## src/rtl/spi_mcp4822_tx.sv

```systemverilog
`default_nettype none
// ============================================================================
// Module      : spi_mcp4822_tx
// Description : SPI master that writes a stereo sample pair to an MCP4822
//               dual 12-bit DAC as two 16-bit command frames (A then B) and
//               pulses LDAC_n so both channels update together.
//               Optional macro SPI_DAC_SIGNED_IN_EN: samples arrive as two's
//               complement and are converted to offset binary at accept.
// Revision    : 1.0 - initial release
// ============================================================================
module spi_mcp4822_tx #(
    parameter int CLK_DIV    = 4,
    parameter int GAP_CYCLES = 8,
    parameter int LDAC_W     = 4,
    parameter bit GAIN_1X    = 1'b1
) (
    input  logic        clk,
    input  logic        reset,
    input  logic [11:0] sample_a,
    input  logic [11:0] sample_b,
    input  logic        valid,
    output logic        ready,
    input  logic        shdn,
    output logic        busy,
    output logic        dac_cs_n,
    output logic        dac_sck,
    output logic        dac_mosi,
    output logic        dac_ldac_n
);

    localparam logic [15:0] c_DIV_LAST  = 16'(CLK_DIV - 1);
    // GAP state covers all but the last high cycle; LOAD_B supplies that one.
    localparam logic [15:0] c_GAP_LAST  = 16'((GAP_CYCLES > 1) ? (GAP_CYCLES - 2) : 0);
    // LATCH holds one lead-in cycle after cs_n rises, then LDAC_W low cycles.
    localparam logic [15:0] c_LDAC_LAST = 16'(LDAC_W);
`ifdef SPI_DAC_SIGNED_IN_EN
    localparam logic [11:0] c_SIGN_FLIP = 12'h800;
`else
    localparam logic [11:0] c_SIGN_FLIP = 12'h000;
`endif

    typedef enum logic [2:0] {
        ST_IDLE   = 3'd0,
        ST_LOAD_A = 3'd1,
        ST_SHIFT  = 3'd2,
        ST_TAIL   = 3'd3,
        ST_GAP    = 3'd4,
        ST_LOAD_B = 3'd5,
        ST_LATCH  = 3'd6
    } state_t;

    state_t      r_state, w_state_nxt;
    logic [15:0] r_cnt, w_cnt_nxt;
    logic [3:0]  r_bit, w_bit_nxt;
    logic        r_phase, w_phase_nxt;     // 0: sck low half, 1: sck high half
    logic        r_is_b, w_is_b_nxt;       // frame currently being sent is B
    logic [11:0] r_data_a, r_data_b;
    logic        r_shdn;
    logic        r_ready, w_ready_nxt;
    logic        r_busy, w_busy_nxt;
    logic        r_cs_n, w_cs_n_nxt;
    logic        r_sck, w_sck_nxt;
    logic        r_mosi, w_mosi_nxt;
    logic        r_ldac_n, w_ldac_n_nxt;
    logic        w_load;
    logic [15:0] w_frame;
    logic [3:0]  w_bit_dn;

    assign w_frame  = {r_is_b, 1'b0, GAIN_1X, ~r_shdn, (r_is_b ? r_data_b : r_data_a)};
    assign w_bit_dn = r_bit - 4'd1;

    assign ready      = r_ready;
    assign busy       = r_busy;
    assign dac_cs_n   = r_cs_n;
    assign dac_sck    = r_sck;
    assign dac_mosi   = r_mosi;
    assign dac_ldac_n = r_ldac_n;

    // State, counters, registered outputs and sample latch.
    always_ff @(posedge clk) begin
        if (reset) begin
            r_state  <= ST_IDLE;
            r_cnt    <= 16'd0;
            r_bit    <= 4'd0;
            r_phase  <= 1'b0;
            r_is_b   <= 1'b0;
            r_data_a <= 12'd0;
            r_data_b <= 12'd0;
            r_shdn   <= 1'b0;
            r_ready  <= 1'b0;
            r_busy   <= 1'b0;
            r_cs_n   <= 1'b1;
            r_sck    <= 1'b0;
            r_mosi   <= 1'b0;
            r_ldac_n <= 1'b1;
        end else begin
            r_state  <= w_state_nxt;
            r_cnt    <= w_cnt_nxt;
            r_bit    <= w_bit_nxt;
            r_phase  <= w_phase_nxt;
            r_is_b   <= w_is_b_nxt;
            r_ready  <= w_ready_nxt;
            r_busy   <= w_busy_nxt;
            r_cs_n   <= w_cs_n_nxt;
            r_sck    <= w_sck_nxt;
            r_mosi   <= w_mosi_nxt;
            r_ldac_n <= w_ldac_n_nxt;
            if (w_load) begin
                r_data_a <= sample_a ^ c_SIGN_FLIP;
                r_data_b <= sample_b ^ c_SIGN_FLIP;
                r_shdn   <= shdn;
            end
        end
    end

    // Next-state sequencing and next values for every registered output.
    always_comb begin
        w_state_nxt  = r_state;
        w_cnt_nxt    = r_cnt;
        w_bit_nxt    = r_bit;
        w_phase_nxt  = r_phase;
        w_is_b_nxt   = r_is_b;
        w_ready_nxt  = r_ready;
        w_busy_nxt   = r_busy;
        w_cs_n_nxt   = r_cs_n;
        w_sck_nxt    = r_sck;
        w_mosi_nxt   = r_mosi;
        w_ldac_n_nxt = r_ldac_n;
        w_load       = 1'b0;
        case (r_state)
            ST_IDLE: begin
                w_busy_nxt = 1'b0;
                w_cs_n_nxt = 1'b1;
                if (valid && r_ready) begin
                    w_load      = 1'b1;
                    w_ready_nxt = 1'b0;
                    w_busy_nxt  = 1'b1;
                    w_is_b_nxt  = 1'b0;
                    w_state_nxt = ST_LOAD_A;
                end else begin
                    w_ready_nxt = 1'b1;
                end
            end
            ST_LOAD_A, ST_LOAD_B: begin
                w_cs_n_nxt  = 1'b0;
                w_sck_nxt   = 1'b0;
                w_mosi_nxt  = w_frame[15];
                w_bit_nxt   = 4'd15;
                w_phase_nxt = 1'b0;
                w_cnt_nxt   = 16'd0;
                w_state_nxt = ST_SHIFT;
            end
            ST_SHIFT: begin
                if (r_cnt == c_DIV_LAST) begin
                    w_cnt_nxt = 16'd0;
                    if (!r_phase) begin
                        w_sck_nxt   = 1'b1;
                        w_phase_nxt = 1'b1;
                    end else begin
                        // Falling edge: the only place mosi moves mid-frame.
                        w_sck_nxt   = 1'b0;
                        w_phase_nxt = 1'b0;
                        if (r_bit == 4'd0) begin
                            w_mosi_nxt  = 1'b0;
                            w_state_nxt = ST_TAIL;
                        end else begin
                            w_bit_nxt  = w_bit_dn;
                            w_mosi_nxt = w_frame[w_bit_dn];
                        end
                    end
                end else begin
                    w_cnt_nxt = r_cnt + 16'd1;
                end
            end
            ST_TAIL: begin
                if (r_cnt == c_DIV_LAST) begin
                    w_cnt_nxt  = 16'd0;
                    w_cs_n_nxt = 1'b1;
                    if (r_is_b) begin
                        w_state_nxt = ST_LATCH;
                    end else begin
                        w_is_b_nxt  = 1'b1;
                        w_state_nxt = (GAP_CYCLES > 1) ? ST_GAP : ST_LOAD_B;
                    end
                end else begin
                    w_cnt_nxt = r_cnt + 16'd1;
                end
            end
            ST_GAP: begin
                if (r_cnt == c_GAP_LAST) begin
                    w_cnt_nxt   = 16'd0;
                    w_state_nxt = ST_LOAD_B;
                end else begin
                    w_cnt_nxt = r_cnt + 16'd1;
                end
            end
            ST_LATCH: begin
                if (r_cnt == 16'd0) begin
                    w_ldac_n_nxt = 1'b0;
                end
                if (r_cnt == c_LDAC_LAST) begin
                    w_cnt_nxt    = 16'd0;
                    w_ldac_n_nxt = 1'b1;
                    w_ready_nxt  = 1'b1;
                    w_busy_nxt   = 1'b0;
                    w_state_nxt  = ST_IDLE;
                end else begin
                    w_cnt_nxt = r_cnt + 16'd1;
                end
            end
            default: begin
                w_state_nxt = ST_IDLE;
            end
        endcase
    end

endmodule
`default_nettype wire
```

## config.mk

```make
export PLATFORM = sky130hd
export DESIGN_NAME = spi_mcp4822_tx
export DESIGN_NICKNAME = d
export VERILOG_FILES = /design/src/rtl/spi_mcp4822_tx.sv
export SDC_FILE = /design/constraint.sdc
export NUM_CORES = 1
export LEC_CHECK = 0
export CAP_MARGIN = 25
export CORE_ASPECT_RATIO = 0.8
export CORE_MARGIN = 2
export CORE_UTILIZATION = 30
export DETAILED_ROUTE_END_ITERATION = 10
export GPL_TIMING_DRIVEN = 0
export PLACE_DENSITY = 0.58
export SYNTH_ARGS = -nofsm -noshare
export SYNTH_HDL_FRONTEND = slang
export SYNTH_SLANG_ARGS = --single-unit
```

## constraint.sdc

```tcl
create_clock -name clk -period 5.3 [get_ports clk]
set_input_delay 0.795 -clock clk [delete_from_list [all_inputs] [get_ports clk]]
set_output_delay 0.795 -clock clk [all_outputs]
set_load 0.005 [all_outputs]
```

* After elaboration in Yosys (flattened, before gate mapping)
Cells that the tools add are included.
Storage, ports and cells: bits in registers 55, bits of input ports 28, logic and storage cells 94
Cells by class: add/sub/neg operators 2, magnitude comparators 1, equality and inequality tests 17, multiplexer cells 40, bitwise gates (word level) 1, reductions and logical operators 20
Operator list (count):
- 16-bit case mux with 4 select lines | 1
- 16-bit two-way mux | 3
- 16-bit by 3-bit equality test with 1-bit output, second input constant | 2
- 3-bit two-way mux | 7
- 3-bit case mux with 6 select lines | 1
- 16-bit by 1-bit adder with 16-bit output, second input constant | 1
- 16-bit by 2-bit equality test with 1-bit output, second input constant | 1
- 16-bit logical NOT | 1
- 2-bit != test, second input constant | 8
- 1-bit two-way mux | 15
- 12-bit two-way mux | 1
- 4-bit two-way mux | 3
- 1-bit case mux with 2 select lines | 5
- 3-bit equality test, second input constant | 3
- 4-bit case mux with 2 select lines | 1
- 2-bit AND reduction | 4
- 2-bit nonzero test | 4
- 7-bit AND reduction | 1
- 3-bit by 2-bit equality test with 1-bit output, second input constant | 2
- 3-bit AND reduction | 2
- 4-bit by 5-bit less-than comparator with 1-bit output, second input constant | 1
- 1-bit binary-select mux with 4-bit select | 1
- 4-bit logical NOT | 1
- 4-bit AND reduction | 1
- 10 further kinds | 11

* Depth between registers and ports, before layout
Gate-level depths: netlist of run 1.
depth after elaboration 7, gate-level depth with buffers 9, gate-level depth less buffers 7

* Worst setup path after synthesis of run 1
No wires, ideal clock.
path kind register to register, start reg r_cnt[11], end reg r_ldac_n, in the netlist dac_ldac_n, setup time 129 ps, data arrival time 2032 ps, slack 3139 ps, cell stages (with the launch flop) 6, path buffers 0, clock period less this slack 2161 ps, path through dfxtp_1 > or4_4 > or4b_4 > or3_1 > mux2i_1 > nand2_1
Between the ends: longest elaborated chain between the ends 3, elaborated cells between the ends (all ways) 5, those cells by class eq/ne: 1; mux: 1; reduce/logical: 3
RTL lines:
- from (decl) | RTL line 53 | logic [15:0] r_cnt, w_cnt_nxt;
- from (signal assigned) | RTL line 98 | r_cnt <= w_cnt_nxt;
- 16-bit by 3-bit equality test with 1-bit output / 16-bit logical NOT (equally long branches) | RTL line 201, 198
- 2-bit nonzero test (no line)
- 2-bit AND reduction (no line)
- to (signal assigned) | RTL line 107 | r_ldac_n <= w_ldac_n_nxt;
- to (decl) | RTL line 64 | logic r_ldac_n, w_ldac_n_nxt;
Several ways; a longest one is shown, not always the timed one. A chain may end at the register's enable or synchronous reset.

* Worst setup path in the final report of run 1
start in valid, end reg r_data_b[10]
Between the ends: longest elaborated chain between the ends 3
RTL lines:
- from (decl) | RTL line 21 | input logic valid,
- 1-bit logical AND | RTL line 134 | if (valid && r_ready) begin
- 1-bit two-way mux | RTL line 134
- 1-bit two-way mux | RTL line 130 | case (r_state)
- to (signal assigned) | RTL line 110 | r_data_b <= sample_b ^ c_SIGN_FLIP;
- to (decl) | RTL line 57 | logic [11:0] r_data_a, r_data_b;
Every way passes these cells.

==> flow_summary.toml, run 1 <==
[timing]
slew_viol_final = 0
hold_violations = 0
worst_pin_slew_ns = 0.6365
fmax_ghz = 0.3799
fin_crit_sh_pct = 49.66
finalSetupViolCount = 0
rsz0062_at_grt = "false"
slew_headroom_pct = 57.18
period_needed_ns = 2.632
tns_ns = 0
fin_worst_skew_ns = 0.008733

[power]
switching_power_uw = 434.0
pwr-share-comb_pct = 31.9
internal-power_uw = 824.0
p_leak_nw = 1.245
max-vdd-ir-drop_v = 0.0001598
power_frac_seq_pct = 40.2
clkPwrFrac_pct = 27.8
switching_share_pct = 34.50
pwr_density_cell_nw_per_um2 = 354.8

[finish]
finalNonFillerCells = 522
multi_input_area_sq_um = 1617
nets = 434
stdcell_area_sq_um = 3546
nFillCells = 975
area_growth_syn_to_layout_pct = 22.10
register_area_sq_um = 1101
drive_above_1_share_pct = 8.437
diodes = 0

[drt]
viasPerCell = 5.174
routed_wl_microns = 7376
wl_per_cell_microns = 14.13
drcViolationCount = 0
firstDrtPassIters = 4
vias = 2701
final_antenna_net_count = 0
drt_iter0_drc = 135

[global_route]
grt_use_met1_pct = 21.75
grt_pass1_vias = 2649
busiest_layer = "met2"
grt_usage_pct = 14.98
use_met2_pct = 22.67
antenna_found_initial = 0
met3_usage_pct = 2.313
grt_first_pass_wirelength_microns = 12660
grt_max_degree = 19
grt-ovfl-total = 0

[cts]
cts_sinks = 55
root_buffer = "clkbuf_16"
h-tree-depth = 2
clockBufferDepth = 2
clkTransAtPathRegs_ns = 0.07
cts_buffers = 5
clock_latency_ns = 0.29
postCtsHoldBufs = 0
postCtsSetupBuffers = 0
ctsResizeCount = 0
tritoncts = "done"

[worst_setup_path]
cp.arrival_ns = 2.85
cp-start-kind = "input pin"
cp_max_fo = 10
cp_slowest_cell = "clkdlybuf4s50_1"
slowest_delay_ns = 0.48
path_cells = "clkdlybuf4s50_1, nand3b_1, nor3_1, buf_2, clkbuf_1, nand2_1, a21oi_1"
critical_path_class = "in2reg"
cp_data_required_time_ns = 5.52
endpoint_kind = "flip-flop"
worstRegToRegCells = 7

[synthesis]
synth_area_sq_um = 2904
synthArstFlopShare_pct = 0
ys.flop_type = "dfxtp_1"
synth_warnings = 0
synth_area_leaders = "dfxtp_1 (38%), nand2_1 (12%), a21oi_1 (5.5%), mux4_2 (4.7%), o221ai_1 (2.7%)"
synth_seq_cells = 55
yosys-top-cells-count = "nand2_1 (93), dfxtp_1 (55), a21oi_1 (32), clkbuf_1 (17), nor2_1 (15)"
synth_xor_area_share_pct = 0.9048
synth-simple-area-share_pct = 29.38
synth_cells = 361
syn_area_per_cell_sq_um = 8.044
ys_seq_area_share_pct = 37.91
synth_top_area_share_pct = 37.91
synthAdderAreaFrac_pct = 1.723
yosysMostFrequentCell = "nand2_1"
yosys.area.top_type = "dfxtp_1"
synth_compound_area_share_pct = 17.97
synth.distinct_cells = 54
synth_top_family_by_area = "simple AND/OR/NAND/NOR gates"
synthMuxAreaShare_pct = 5.687
syn_nets = 393
synth_edf_count = 0

[min_path]
worstHoldPathType = "reg2reg"
hold_depth = 2

[floorplan]
ioPinCount = 34
die_h_microns = 92
rows = 32
fp.coreArea_sq_um = 9529
fp.dieW_microns = 114
die_area_sq_um = 10490
start_util_pct = 30.48

[place]
place.detailed.hpwl_microns = 5527
gp_congestion = 0.8146
dp_cells = 514
place_area_sq_um = 3388
numPortBuffers = 33

[outcome]
status = "finished, final reports clean"

[flow_run]
cap_violations = 0
[power groups by stage]
stage               clock [mW]  sequential [mW]  combinational (mW)
floorplan                    0            0.504               0.282
global placement             0            0.513               0.392
detailed placement           0            0.515               0.400
CTS                      0.359            0.506               0.402
global route             0.374            0.514               0.447
finish                   0.350            0.506               0.402
[metal layers]
metal | wire length [microns] | share of wire [%] | vias to the layer above
met1 | 3845 | 52 | 1270
met4 | 104 | 1.4 | 0
met5 | 0 | 0 | -
li1 | - | - | 1376
met3 | 242 | 3.3 | 7
met2 | 3184 | 43 | 48
[cell type report]
cell class | instances | share of cell area [%]
Clock buffer | 6 | 3.917
Tap cell | 119 | 4.199
Sequential cell | 55 | 31.05
Multi-Input combinational cell | 269 | 45.59
Timing Repair Buffer | 34 | 9.457
Clock inverter | 2 | 0.5293
Inverter | 12 | 1.270
Buffer | 25 | 3.987
[state kept, by name, indices dropped and copies added, names as in the netlist, 3 cells and up]
register  flops
r_data_b     12
r_data_a     12
r_state       3
r_cnt        16
r_bit         4
[cells by family (layout without fill, tap and decap cells)]
group | Yosys count | in the layout
AOI/OAI and AO/OA | 80 | 80
xor gates and xnor gates | 3 | 3
adders and majority gates | 4 | 4
buffers and inverters | 37 | 79
DFF | 55 | 55
muxes | 9 | 9
and+or+nand+nor | 173 | 173
[metrics by stage]
step | power [mW] | util [%] | worst slack (ns) | hold slack (ns)
global route | 1.335 | 37.21 | 2.507 | 0.4770
global placement | 0.9051 | 35.50 | 2.150 | 0.4431
CTS | 1.266 | 37.21 | 2.662 | 0.4578
floorplan | 0.7861 | - | 3.139 | 0.4305
detailed placement | 0.9154 | 35.56 | 2.375 | 0.4472
finish | 1.258 | 37.21 | 2.668 | 0.4541
[critical path, delay by kind of cell]
family | cells | cell delay, ns
buffers and inverters | 3 | 1.20
AO/OA/AOI/OAI | 1 | 0.15
AND/OR/NAND/NOR | 3 | 0.71
[layout by cell type (no fill, tap or decap), types with 3 or more instances in the layout]
master / synthesis / final
nand2_1: 93 / 93
dfxtp_1: 55 / 55
clkdlybuf4s50_1: 0 / 33
a21oi_1: 32 / 32
clkbuf_1: 17 / 17
nor2_1: 15 / 15
inv_1: 12 / 12
nor3_1: 12 / 12
nand3_1: 10 / 10
o221ai_1: 9 / 9
o21ai_0: 7 / 7
and2_1: 6 / 6
mux4_2: 6 / 6
clkbuf_8: 4 / 5
nand4_1: 5 / 5
nor4_1: 5 / 5
o2111ai_1: 5 / 5
clkbuf_16: 0 / 5
o21a_1: 4 / 4
a211oi_1: 4 / 4
o211ai_1: 4 / 4
ha_1: 4 / 4
or3_1: 3 / 3
and3_1: 3 / 3
mux2i_1: 3 / 3
[final timing paths]
path / start / slack (ns) / endpoint
max: valid / 2.67 / r_data_b[10]
min reg2reg: r_shdn / 0.45 / r_shdn
max reg2reg: r_cnt[0] / 2.74 / r_cnt[14]
min: r_shdn / 0.45 / r_shdn
No activity file was read; power rests on OpenSTA's default activity.
==> run 2: changes to the inputs <==
--- a/config.mk
+++ b/config.mk
@@ -11,7 +11,7 @@
 export CORE_UTILIZATION = 30
 export DETAILED_ROUTE_END_ITERATION = 10
 export GPL_TIMING_DRIVEN = 0
-export PLACE_DENSITY = 0.58
+export PLACE_DENSITY = 0.6
 export SYNTH_ARGS = -nofsm -noshare
 export SYNTH_HDL_FRONTEND = slang
 export SYNTH_SLANG_ARGS = --single-unit
==> constraint.sdc (replaced) <==
create_clock -name clk -period 2.14 [get_ports clk]
set_input_delay 0.321 -clock clk [delete_from_list [all_inputs] [get_ports clk]]
set_output_delay 0.321 -clock clk [all_outputs]
set_load 0.005 [all_outputs]
==> flow_summary.toml, run 2 (synthesized netlist as in run 1, its figures left out) <==
[timing]
fin_crit_sh_pct = 103.1
setup_slack_ns = -0.06539
tns_ns = -0.3566
finalSetupViolCount = 12
slew_viol_final = 0
hold_violations = 0
fmax_ghz = 0.4534
period_needed_ns = 2.205
fin_worst_skew_ns = 0.006550
worst_pin_slew_ns = 0.6964
rsz0062_at_grt = "true"
slew_headroom_pct = 53.15

[drt]
wl_per_cell_microns = 14.67
firstDrtPassIters = 4
routed_wl_microns = 7805
vias = 2825
final_antenna_net_count = 0
drt_iter0_drc = 151
drcViolationCount = 0
viasPerCell = 5.310

[finish]
reg_top3 = "r_cnt (16), r_data_a (12), r_data_b (12)"
largest_register_ffs = 16
drive_above_1_share_pct = 17.92
regMostFlops = "r_cnt"
nFillCells = 975
layout_commonest_cell = "nand2_1"
final_cell_mix = "nand2_1 (93), dfxtp_1 (46), clkdlybuf4s50_1 (33), a21oi_1 (30)"
utilization_pct = 39.73
area_growth_syn_to_layout_pct = 30.37
nets = 445
stdcell_area_sq_um = 3786
diodes = 0

[worst_setup_path]
cp-start-kind = "flip-flop"
critical_path_class = "reg2reg"
cp.arrival_ns = 2.37
cp_data_required_time_ns = 2.31
endpoint_kind = "flip-flop"
cp-startpoint = "r_cnt[6]"
ff2ff_setup_slack_ns = -0.07
r2r-start = "r_cnt[6]"
cp_max_fo = 3

[outcome]
status = "finished with violations"
violations = "negative setup slack"

[cts]
cts_sinks = 55
postCtsHoldBufs = 0
clkTransAtPathRegs_ns = 0.08
tritoncts = "done"
cts_buffers = 5
root_buffer = "clkbuf_16"
clock_latency_ns = 0.30
clockBufferDepth = 2
h-tree-depth = 2

[global_route]
grt_first_pass_wirelength_microns = 12850
grt_pass1_vias = 2652
antenna_found_initial = 0
grt_usage_pct = 15.19
grt_max_degree = 18
grt-ovfl-total = 0

[place]
numPortBuffers = 33
gp_congestion = 0.8075
place_area_sq_um = 3391
pre_cts_slack_ns = -0.3948
place.detailed.hpwl_microns = 5416

[floorplan]
start_util_pct = 30.48
rows = 32
die_area_sq_um = 10490
ioPinCount = 34
fp.dieW_microns = 114
fp.coreArea_sq_um = 9529
die_h_microns = 92

[power]
pwr_density_cell_nw_per_um2 = 842.7
p_leak_nw = 1.338
power_frac_seq_pct = 39.4
max-vdd-ir-drop_v = 0.0003919
clkPwrFrac_pct = 26.3
pwr-share-comb_pct = 34.3
internal-power_mw = 2.069
switching_share_pct = 35.16
total_power_mw = 3.190
switching_power_mw = 1.122

[flow_run]
cap_violations = 0

[min_path]
worstHoldPathType = "reg2reg"
hp-start = "r_data_b[10]"
[run 2: routing by layer]
layer,wire length [microns],share of wire (%),vias up,track usage (%)
met3,399,5.1,7,2.974
li1,-,-,1389,-
met5,0,0,-,0
met2,3375,43,79,22.82
met4,106,1.4,0,4.268
met1,3924,50,1350,22.05
[run 2: path summary, 6_finish.rpt]
path | cells after the start | to
setup / recovery | 5 | dac_ldac_n
hold / removal | 2 | r_data_b[10]
setup reg to reg | 5 | dac_ldac_n
hold reg to reg | 2 | r_data_b[10]
[run 2: what timing repair did]
| item | CTS | global route |
|---|---|---|
| setup buffers | 11 | 1 |
| gates cloned | 1 | 0 |
| setup endpoints to repair | 27 | 36 |
| gates resized for setup | 32 | 14 |
| pin swaps | 11 | 8 |
[run 2: power groups by stage]
| stage | registers, mW | logic [mW] | clock network (mW) |
|---|---|---|---|
| global route | 1.28 | 1.20 | 0.879 |
| CTS | 1.26 | 1.07 | 0.848 |
| floorplan | 1.25 | 0.698 | 0 |
| finish | 1.26 | 1.09 | 0.840 |
| detailed placement | 1.28 | 0.991 | 0 |
| global placement | 1.27 | 0.973 | 0 |
[run 2: area by class of cell]
type / instances / area (sq um) / share of cell area [%]
Clock inverter: 2 / 17.52 / 0.4627
Tap cell: 119 / 148.9 / 3.933
Multi-Input combinational cell: 269 / 1712 / 45.21
Timing Repair Buffer: 47 / 441.7 / 11.67
Buffer: 23 / 176.4 / 4.660
Clock buffer: 5 / 125.1 / 3.305
Sequential cell: 55 / 1120 / 29.58
Inverter: 12 / 45.04 / 1.190
[run 2: stage by stage]
stage          hold slack (ns)  instances
2_1_floorplan           0.4305        361
3_3_place_gp            0.4427        513
3_5_place_dp            0.4461        514
4_1_cts                 0.4567        532
5_1_grt                 0.4741        532
6_report                0.4568        532
[run 2: worst max-delay path: stages (launching register included)]
cell and delay [ns]:
dfxtp_4 0.35, or4_4 0.55, or4b_4 0.57, or3_1 0.40, mux2i_1 0.15, nand2_1 0.06
